### src/rtl/byte_encode_stream.sv
// byte_encode_stream
// ------------------
// Streaming ByteEncode_d packer. It takes one compressed coefficient per
// handshake and keeps its low d bits. Those bits are concatenated LSB-first
// into a bit stream, and the stream is emitted as bytes. One frame is
// N_COEFFS coefficients and always produces exactly 32*d bytes.
//
// Ports:
//   clk        single clock, rising edge
//   rst        asynchronous, active-high reset
//   start      one-cycle frame request, honoured only in IDLE
//   d          bits per coefficient (1..12), sampled with start
//   in_valid   upstream coefficient valid
//   in_ready   coefficient accepted on in_valid && in_ready
//   in_coeff   compressed coefficient; bits above d-1 ignored
//   out_valid  out_byte holds a valid byte
//   out_ready  downstream accepts on out_valid && out_ready
//   out_byte   packed output byte
//   out_last   high with the final byte of the frame
//   busy       high while a frame is running
//   done       one-cycle pulse at frame completion
//
// state | meaning
// ------+---------------------------------------------------------
// IDLE  | waiting for start with a legal d
// RUN   | accepting coefficients and emitting packed bytes
// DONE  | last byte taken downstream; done pulse, back to IDLE

module byte_encode_stream #(
    parameter int N_COEFFS = 256,
    parameter int COEFF_W  = 16
) (
    input  logic               clk,
    input  logic               rst,
    input  logic               start,
    input  logic [4:0]         d,
    input  logic               in_valid,
    output logic               in_ready,
    input  logic [COEFF_W-1:0] in_coeff,
    output logic               out_valid,
    input  logic               out_ready,
    output logic [7:0]         out_byte,
    output logic               out_last,
    output logic               busy,
    output logic               done
);

    typedef enum logic [1:0] {
        S_IDLE = 2'd0,
        S_RUN  = 2'd1,
        S_DONE = 2'd2
    } state_t;

    localparam logic [9:0] N_LIMIT = 10'(N_COEFFS);

    state_t      state;
    logic [4:0]  d_q;
    logic [19:0] acc;
    logic [4:0]  bit_cnt;
    logic [8:0]  coeff_cnt;
    logic [8:0]  byte_cnt;

    logic        d_legal;
    logic        accept;
    logic        emit;
    logic        out_taken;
    logic [11:0] coeff_mask;
    logic [19:0] coeff_shifted;
    logic [9:0]  last_idx;
    logic        unused_coeff_hi;

    // Coefficient bits above bit 11 can never be part of the stream.
    assign unused_coeff_hi = ^in_coeff[COEFF_W-1:12];

    assign d_legal = (d >= 5'd1) && (d <= 5'd12);

    // in_ready comes from registers only, so upstream sees no
    // combinational path from in_valid or out_ready.
    assign in_ready = (state == S_RUN)
                    && ({1'b0, coeff_cnt} < N_LIMIT)
                    && (bit_cnt < 5'd8);

    assign accept    = in_valid && in_ready;
    assign out_taken = out_valid && out_ready;
    // Disjoint from accept: accept needs bit_cnt < 8, emit needs >= 8.
    assign emit      = (state == S_RUN) && (bit_cnt >= 5'd8)
                     && (!out_valid || out_ready);

    // The 13-bit intermediate makes d_q = 12 yield an all-ones mask.
    assign coeff_mask    = 12'((13'd1 << d_q) - 13'd1);
    // bit_cnt < 8 on accept and the value has at most 12 bits, so the
    // shifted value always fits in the 20-bit accumulator.
    assign coeff_shifted = {8'h00, in_coeff[11:0] & coeff_mask} << bit_cnt;

    // Index of the final byte of the frame: 32*d_q - 1.
    assign last_idx = {d_q, 5'b00000} - 10'd1;

    assign busy = (state == S_RUN);
    assign done = (state == S_DONE);

    always_ff @(posedge clk or posedge rst) begin
        if (rst) begin
            state     <= S_IDLE;
            d_q       <= 5'd0;
            acc       <= 20'd0;
            bit_cnt   <= 5'd0;
            coeff_cnt <= 9'd0;
            byte_cnt  <= 9'd0;
            out_valid <= 1'b0;
            out_byte  <= 8'h00;
            out_last  <= 1'b0;
        end else begin
            case (state)
                S_IDLE: begin
                    if (start && d_legal) begin
                        d_q       <= d;
                        acc       <= 20'd0;
                        bit_cnt   <= 5'd0;
                        coeff_cnt <= 9'd0;
                        byte_cnt  <= 9'd0;
                        state     <= S_RUN;
                    end
                end

                S_RUN: begin
                    if (accept) begin
                        acc       <= acc | coeff_shifted;
                        bit_cnt   <= bit_cnt + d_q;
                        coeff_cnt <= coeff_cnt + 9'd1;
                    end

                    if (emit) begin
                        out_byte  <= acc[7:0];
                        out_valid <= 1'b1;
                        out_last  <= ({1'b0, byte_cnt} == last_idx);
                        acc       <= acc >> 8;
                        bit_cnt   <= bit_cnt - 5'd8;
                        byte_cnt  <= byte_cnt + 9'd1;
                    end else if (out_taken) begin
                        out_valid <= 1'b0;
                        out_last  <= 1'b0;
                    end

                    // When the last byte is taken, bit_cnt has already
                    // drained to zero, so no emit can coincide with it.
                    if (out_taken && out_last) begin
                        state <= S_DONE;
                    end
                end

                S_DONE: begin
                    state <= S_IDLE;
                end

                default: begin
                    state <= S_IDLE;
                end
            endcase
        end
    end

endmodule

### config.mk
export PLATFORM = sky130hd
export DESIGN_NAME = byte_encode_stream
export DESIGN_NICKNAME = d
export VERILOG_FILES = /design/src/rtl/byte_encode_stream.sv
export SDC_FILE = /design/constraint.sdc
export NUM_CORES = 1
export LEC_CHECK = 0
export ABC_AREA = 0
export CAP_MARGIN = 15
export CORE_ASPECT_RATIO = 0.7
export CORE_MARGIN = 2
export CORE_UTILIZATION = 61
export CTS_BUF_LIST = sky130_fd_sc_hd__clkbuf_8
export DETAILED_ROUTE_END_ITERATION = 6
export PLACE_DENSITY = 0.86
export SYNTH_ARGS = -nofsm -noshare
export SYNTH_HDL_FRONTEND = slang
export SYNTH_SLANG_ARGS = --single-unit
### constraint.sdc
create_clock -name clk -period 8.3 [get_ports clk]
set_clock_uncertainty 0.15 [all_clocks]
set_input_delay 1.66 -clock clk [delete_from_list [all_inputs] [get_ports clk]]
set_output_delay 1.66 -clock clk [all_outputs]
set_load 0.05 [all_outputs]
# Word-level counts from Yosys, hierarchy flattened
# Cells that the tools add are included.
# totals
reg_bits,60
input_bits,26
out_inout_bits,13
word_cells,72
# op_classes
addsub,6
magnitude_cmp,5
n_eq_ne,8
n_shift,2
n_mux,19
n_bitwise,2
reduce_logical,21
# ops
op,n
$mux 20,3
$pmux 20 s2,1
$pmux 9 s2,2
$mux 9,3
$or 20x20->20,1
$shl 12x5->20,1
$add 9x1->9 const B,2
$mux 5,3
$and 12x12->12,1
$shl 1x5->12 const A,1
$sub 12x1->12 const B,1
$eq 9x10->1,1
$pmux 5 s2,1
$sub 10x1->10 const B,1
$logic_and 1x1->1,9
$lt 9x9->1 const B,1
$reduce_and 3->1,3
$reduce_and 2->1,4
$ne 2x1->1 const B,3
$add 5x5->5,1
$ge 5x1->1 const B,1
$ge 5x4->1 const B,1
$le 5x4->1 const B,1
$lt 5x4->1 const B,1
other kinds (12),16

# Depth between registers and ports, before layout
# Gate-level depths: netlist of run 1.
# depth
ltp_word,8
depth_mapped,13
ltp_nobuf,11

# Least setup slack after synthesis of run 1
# No wires, ideal clock.
# synth_path
kind,reg2out
startpoint,register state[1]
endpoint,output port in_ready
arrival_time_ns,1.950
t_required_ns,6.490
setup_slack_ns,4.540
path_stages_with_launch,5
n_path_buf,1
cell_sequence,dfrtp_1 > nand2b_1 > inv_1 > buf_1 > and3_1
# synth_between
elab_chain_len,3
# synth_rtl
item,line_no,rtl
start: declaration,56,state_t state;
start signal: assignment,103,state <= S_IDLE;
start signal: assignment,121,state <= S_RUN;
start signal: assignment,147,state <= S_DONE;
$eq 2x1->1,--,
via busy,44,"output logic busy,"
$logic_and 1x1->1,80,"&& ({1'b0, coeff_cnt} < N_LIMIT)"
$logic_and 1x1->1,81,&& (bit_cnt < 5'd8);
end: declaration,38,"output logic in_ready,"
# The timed path passes the listed nets, and every way through them passes these cells.

# Worst setup path after layout of run 1
# layout_path
startpoint,register bit_cnt[3]
endpoint,output port in_ready
# layout_between
elab_chain_len,2
# layout_rtl
item,line_no,rtl
start: declaration,59,logic [4:0] bit_cnt;
start signal: assignment,128,bit_cnt <= bit_cnt + d_q;
start signal: assignment,137,bit_cnt <= bit_cnt - 5'd8;
$lt 5x4->1,81,
$logic_and 1x1->1,81,
# Every way passes these cells.

==> results of run 1 <==
## synthesized netlist by cell type, types with 4 or more instances
master and count:
a22oi_1 9, a211oi_1 8, and2_1 4, o22ai_1 4, a21oi_1 26, dfrtp_1 60, nor3_1 13, mux2i_1 8
xor2_1 13, or3_1 5, inv_1 17, o31ai_1 7, nand3b_1 4, a31oi_1 7, nand3_1 12, a21o_1 4
nor2_1 45, nor2b_1 6, ha_1 13, clkbuf_1 24, nand4_1 11, a32oi_1 4, xnor2_1 12, o21ai_0 35
nand2_1 71, o211ai_1 9
## tightest hold or removal path, stage by stage (launching register included)
cell and delay, ns:
dfrtp_1 0.35, nand2_1 0.05, nand2_1 0.04
## cells by family (layout without fill, tap and decap cells)
| family | after synthesis | in the layout | share of synthesized area (%) |
|---|---|---|---|
| AO/OA/AOI/OAI | 147 | 147 | 24.62 |
| XOR/XNOR | 25 | 25 | 5.204 |
| adder cells (fa/ha/maj) | 14 | 14 | 4.341 |
| buffers and inverters | 49 | 71 | 4.609 |
| flip-flops | 60 | 60 | 35.68 |
| multiplexers | 10 | 10 | 2.438 |
| AND/OR/NAND/NOR | 197 | 197 | 23.10 |
## metrics by stage
stage                     setup slack, ns  hold slack [ns]  total power (W)  area, um^2
after global placement              3.798           0.2994         0.001751        4566
after detailed placement            3.738           0.3087         0.001801        4566
after floorplan                     4.540           0.2805         0.001502        4208
final                               3.788           0.3183         0.002128        4776
after global routing                3.726           0.3510         0.002276        4776
after CTS                           3.824           0.3223         0.002088        4776
## state kept, by name, indices dropped and copies added, names as in the netlist
name and cells:
byte_cnt 9, state 2, coeff_cnt 9, acc 20, d_q 5, bit_cnt 5
out_byte 8, out_last 1, out_valid 1
## worst max-delay path by stage
stage,startpoint,end,slack (ns),cells after the start
after detailed placement,out_ready,byte_cnt[7],3.74,8
after CTS,bit_cnt[3],in_ready,3.82,4
after global routing,bit_cnt[3],in_ready,3.73,4
after global placement,out_ready,byte_cnt[7],3.80,8
final,bit_cnt[3],in_ready,3.79,4
after floorplan,state[1],in_ready,4.54,4
## power breakdown
part / total [W] / leakage (nW) / switching [W] / internal, W
logic: 0.00128 / 1.13 / 0.000807 / 0.000468
clock network: 0.000280 / 0.101 / 0.000119 / 0.000161
registers: 0.000572 / 0.781 / 0.000172 / 0.000400
total: 0.00213 / 2.01 / 0.00110 / 0.00103
## per-layer routing
metal  up-vias  track usage [%]  wire length, um
met4         0            11.26              202
met1      1907            45.61             4851
met3        25            9.039             1263
met5         -                0                0
met2       245            46.32             4909
li1       1872                -                -
## area by class of cell
cell class	instances	share of cell area, %
multi-input cells	393	52.61
flip-flops and latches	60	31.44
clock buffers	12	3.458
clock inverters	3	0.9431
inverters	19	1.493
repair buffers	37	7.598
well taps	94	2.463
==> impl_metrics.env, run 1 <==
export IMPL_synth_edf_count=0
export IMPL_synth_largest_area_cell="dfrtp_1"
export IMPL_hpwl_mm=7.930
export IMPL_rsz0062_at_grt="no"
export IMPL_r2r_start="bit_cnt[3]"
export IMPL_mostFrequentLayoutCells="nand2_1, dfrtp_1, nor2_1, o21ai_0, clkdlybuf4s50_1"
export IMPL_hold_path_depth=2
export IMPL_grt_antenna_before_repair=0
export IMPL_port_buffer_count=34
export IMPL_initial_core_util_pct=62.57
export IMPL_synth_ff_type="dfrtp_1"
export IMPL_period_minus_slack_ns=4.512
export IMPL_initialDrtViolationCount=420
export IMPL_worstSetupEndpointType="output pin"
export IMPL_grt_use_total_pct=31.88
export IMPL_synth_seq_cells=60
export IMPL_clk_latency_ns=0.35
export IMPL_max_stage_delay_ns=0.71
export IMPL_synthArstFlopShare_pct=100.0
export IMPL_synth_distinct_cells=73
export IMPL_min_from="acc[2]"
export IMPL_cpMaxStageDelayCell="clkdlybuf4s50_1"
export IMPL_vias_per_cell=6.552
export IMPL_vias=4049
export IMPL_netlist_area_um2=4208
export IMPL_fmax_mhz=221.6
export IMPL_ir_drop_v=0.0002559
export IMPL_setup_tns_ns=0
export IMPL_finalSetupViolCount=0
export IMPL_ctsResizeCount=0
export IMPL_die_w_um=103.3
export IMPL_multi_input_comb_area_um2=2512
export IMPL_cts_buffer_depth=2
export IMPL_final_common_cell="nand2_1"
export IMPL_cpLargestDelayFamily="buffers and inverters"
export IMPL_path_cells="clkinv_1, ha_1, and3_1, clkdlybuf4s50_1"
export IMPL_first_global_vias=3763
export IMPL_die_h_um=73.49
export IMPL_clock_sinks=60
export IMPL_rows=25
export IMPL_num_antenna_cells=0
export IMPL_cts_root_buf="clkbuf_8"
export IMPL_dr_pass1_iters=7
export IMPL_reg2reg_to="byte_cnt[7]"
export IMPL_hp_class="flip-flop to flip-flop"
export IMPL_regArea_um2=1501
export IMPL_worstHoldEndpoint="out_byte[2]"
export IMPL_h_tree_depth=3
export IMPL_core_um2=6725
export IMPL_crit_arrival_ns=2.70
export IMPL_gp_congestion=0.9872
export IMPL_tritoncts="yes"
export IMPL_areaGrowthSynthToFinish_pct=13.50
export IMPL_start_kind="flip-flop"
export IMPL_synth_top_cell_area_share_pct=35.68
export IMPL_critPathMaxFanout=15
export IMPL_overflow=0
export IMPL_wire_per_inst_um=18.17
export IMPL_die_area_um2=7589
export IMPL_drc=0
export IMPL_maxCapViolations=0
export IMPL_nets=560
export IMPL_fillers=504
export IMPL_holdBufCountCts=0
export IMPL_r2r_setup_slack_ns=4.31
export IMPL_grt_max_degree=61
export IMPL_syn_nets=542
export IMPL_ys_warn_count=0
export IMPL_period_share_pct=54.36
export IMPL_num_io_pins=39
export IMPL_routed_wl_mm=11.23
export IMPL_worstMarginPinSlew_ns=0.8666
export IMPL_crit_type="flip-flop to output pin"
export IMPL_slew_viol_final=0
export IMPL_r2r_cells=9
export IMPL_seq_area_frac_synth_pct=35.68
export IMPL_postCtsSetupBuffers=0
export IMPL_synth_area_per_cell_um2=8.382
export IMPL_final_util_pct=71.01
export IMPL_leakage_nw=2.011
export IMPL_drive_gt1_share_pct=6.107
export IMPL_hold_viol=0
export IMPL_crit_required_ns=6.49
export IMPL_ant_nets=0
export IMPL_power_density_nw_per_um2=445.5
export IMPL_synthCells=502
export IMPL_dp_cells=603
export IMPL_grt_pass1_wl_mm=18.64
export IMPL_cts_buffers=9
export IMPL_crit_buf_inv=2
export IMPL_stdcell_count=618
export IMPL_status="finished, final reports clean"
export IMPL_clk_pin_slew_ns=0.07
export IMPL_synth_top_cells_by_area="dfrtp_1, nand2_1, o21ai_0"
export IMPL_relSlewSlack_pct=42.23
No activity file was read; power rests on OpenSTA's default activity.
==> run 2: changes to the inputs <==
CORE_UTILIZATION = 54   (was 61)
PLACE_DENSITY = 0.81   (was 0.86)
clock period = 4.04 ns   (was 8.3 ns; I/O delays follow)
==> run 2 against run 1 <==
Net effect:
- setup slack got worse by 3.2 ns
- critical endpoint unchanged
- non-clock buffer count rose by 11
- critical path depth did not move
- sequential power rose by 89%
- largest power group unchanged
==> impl_metrics.env, run 2 (synthesized netlist as in run 1, its figures left out) <==
export IMPL_relSlewSlack_pct=52.85
export IMPL_fillers=652
export IMPL_num_io_pins=39
export IMPL_start_kind="flip-flop"
export IMPL_final_util_pct=65.44
export IMPL_overflow=0
export IMPL_rsz0062_at_grt="no"
export IMPL_clock_sinks=60
export IMPL_final_common_cell="nand2_1"
export IMPL_top_regs="acc (20), byte_cnt (9), coeff_cnt (9)"
export IMPL_first_global_vias=3807
export IMPL_holdBufCountCts=0
export IMPL_postCtsSetupBuffers=0
export IMPL_crit_type="flip-flop to output pin"
export IMPL_ant_nets=0
export IMPL_tritoncts="yes"
export IMPL_critPathMaxFanout=11
export IMPL_ctsResizeCount=0
export IMPL_h_tree_depth=3
export IMPL_vias_per_cell=6.506
export IMPL_core_um2=7417
export IMPL_mostFrequentLayoutCells="nand2_1, dfrtp_1, nor2_1, o21ai_0, clkdlybuf4s50_1"
export IMPL_grt_antenna_before_repair=0
export IMPL_min_from="acc[3]"
export IMPL_die_h_um=77.86
export IMPL_grt_use_total_pct=28.52
export IMPL_num_antenna_cells=0
export IMPL_regArea_um2=1501
export IMPL_r2r_start="d_q[1]"
export IMPL_crit_required_ns=3.08
export IMPL_period_share_pct=84.73
export IMPL_status="finished, final reports clean"
export IMPL_slew_viol_final=0
export IMPL_cts_buffer_depth=2
export IMPL_leakage_nw=2.069
export IMPL_multi_input_comb_area_um2=2512
export IMPL_ir_drop_v=0.0004857
export IMPL_rows=26
export IMPL_startpoint="bit_cnt[4]"
export IMPL_die_w_um=109.5
export IMPL_setup_tns_ns=0
export IMPL_maxCapViolations=0
export IMPL_grt_pass1_wl_mm=19.06
export IMPL_clk_pin_slew_ns=0.06
export IMPL_largest_register_ffs=20
export IMPL_grt_max_degree=31
export IMPL_top_register="acc"
export IMPL_whs_ns=0.3224
export IMPL_power_density_nw_per_um2=913.0
export IMPL_drc=0
export IMPL_hpwl_mm=8.145
export IMPL_nets=571
export IMPL_worstSetupEndpointType="output pin"
export IMPL_finalSetupViolCount=0
export IMPL_areaGrowthSynthToFinish_pct=15.34
export IMPL_wire_per_inst_um=17.86
export IMPL_routed_wl_mm=11.31
export IMPL_initial_core_util_pct=56.73
export IMPL_period_minus_slack_ns=3.423
export IMPL_worstMarginPinSlew_ns=0.7025
export IMPL_initialDrtViolationCount=567
export IMPL_port_buffer_count=34
export IMPL_vias=4118
export IMPL_cts_buffers=9
export IMPL_die_area_um2=8526
export IMPL_crit_arrival_ns=2.47
export IMPL_dr_pass1_iters=6
export IMPL_hp_class="flip-flop to flip-flop"
export IMPL_hold_viol=0
export IMPL_cts_root_buf="clkbuf_8"
export IMPL_drive_gt1_share_pct=8.037
export IMPL_gp_congestion=0.9487
export IMPL_fmax_mhz=292.1
export IMPL_clk_latency_ns=0.34
[run 2: worst paths after layout]
| path | depth (start not counted) | endpoint | slack (ns) |
|---|---|---|---|
| setup / recovery | 4 | in_ready | 0.62 |
| hold / removal | 2 | out_byte[3] | 0.32 |
| setup reg to reg | 10 | acc[16] | 0.78 |
| hold reg to reg | 2 | out_byte[3] | 0.32 |
| max in group asynchronous | 3 | d_q[1] | 2.41 |
| min in group asynchronous | 2 | out_byte[5] | 0.60 |
[run 2: metal layers]
metal / global-route usage (%) / vias up / routed length, um
met1: 41.96 / 1956 / 5109
met3: 7.143 / 40 / 1026
li1: - / 1900 / -
met4: 7.215 / 0 / 234
met2: 41.73 / 222 / 4935
met5: 0 / - / 0
[run 2: cell type report]
cell class	instances	area share, %
tap	98	2.526
clock inverter	4	1.005
sequential	60	30.94
multi-input combinational	393	51.77
inverter	19	1.469
timing repair buffer	48	9.178
clock buffer	11	3.119
[run 2: where the power goes]
part,internal (W),switching [W]
clock,0.000314,0.000239
sequential,0.000824,0.000258
combinational,0.00102,0.00178
total,0.00215,0.00228
[run 2: worst max-delay path: stages (launching register included)]
cell and delay, ns:
dfrtp_1 0.54, inv_1 0.22, ha_1 0.32, and3_1 0.21, clkdlybuf4s50_1 0.82
[run 2: metrics by stage]
step | worst slack, ns | total power, W | instance area (um^2) | std cells
after detailed placement | 0.7216 | 0.003784 | 4653 | 618
after CTS | 0.6504 | 0.004357 | 4853 | 633
after floorplan | 1.132 | 0.003086 | 4208 | 502
final | 0.6169 | 0.004431 | 4853 | 633
after global placement | 0.7840 | 0.003680 | 4653 | 618
after global routing | 0.5349 | 0.004748 | 4853 | 633
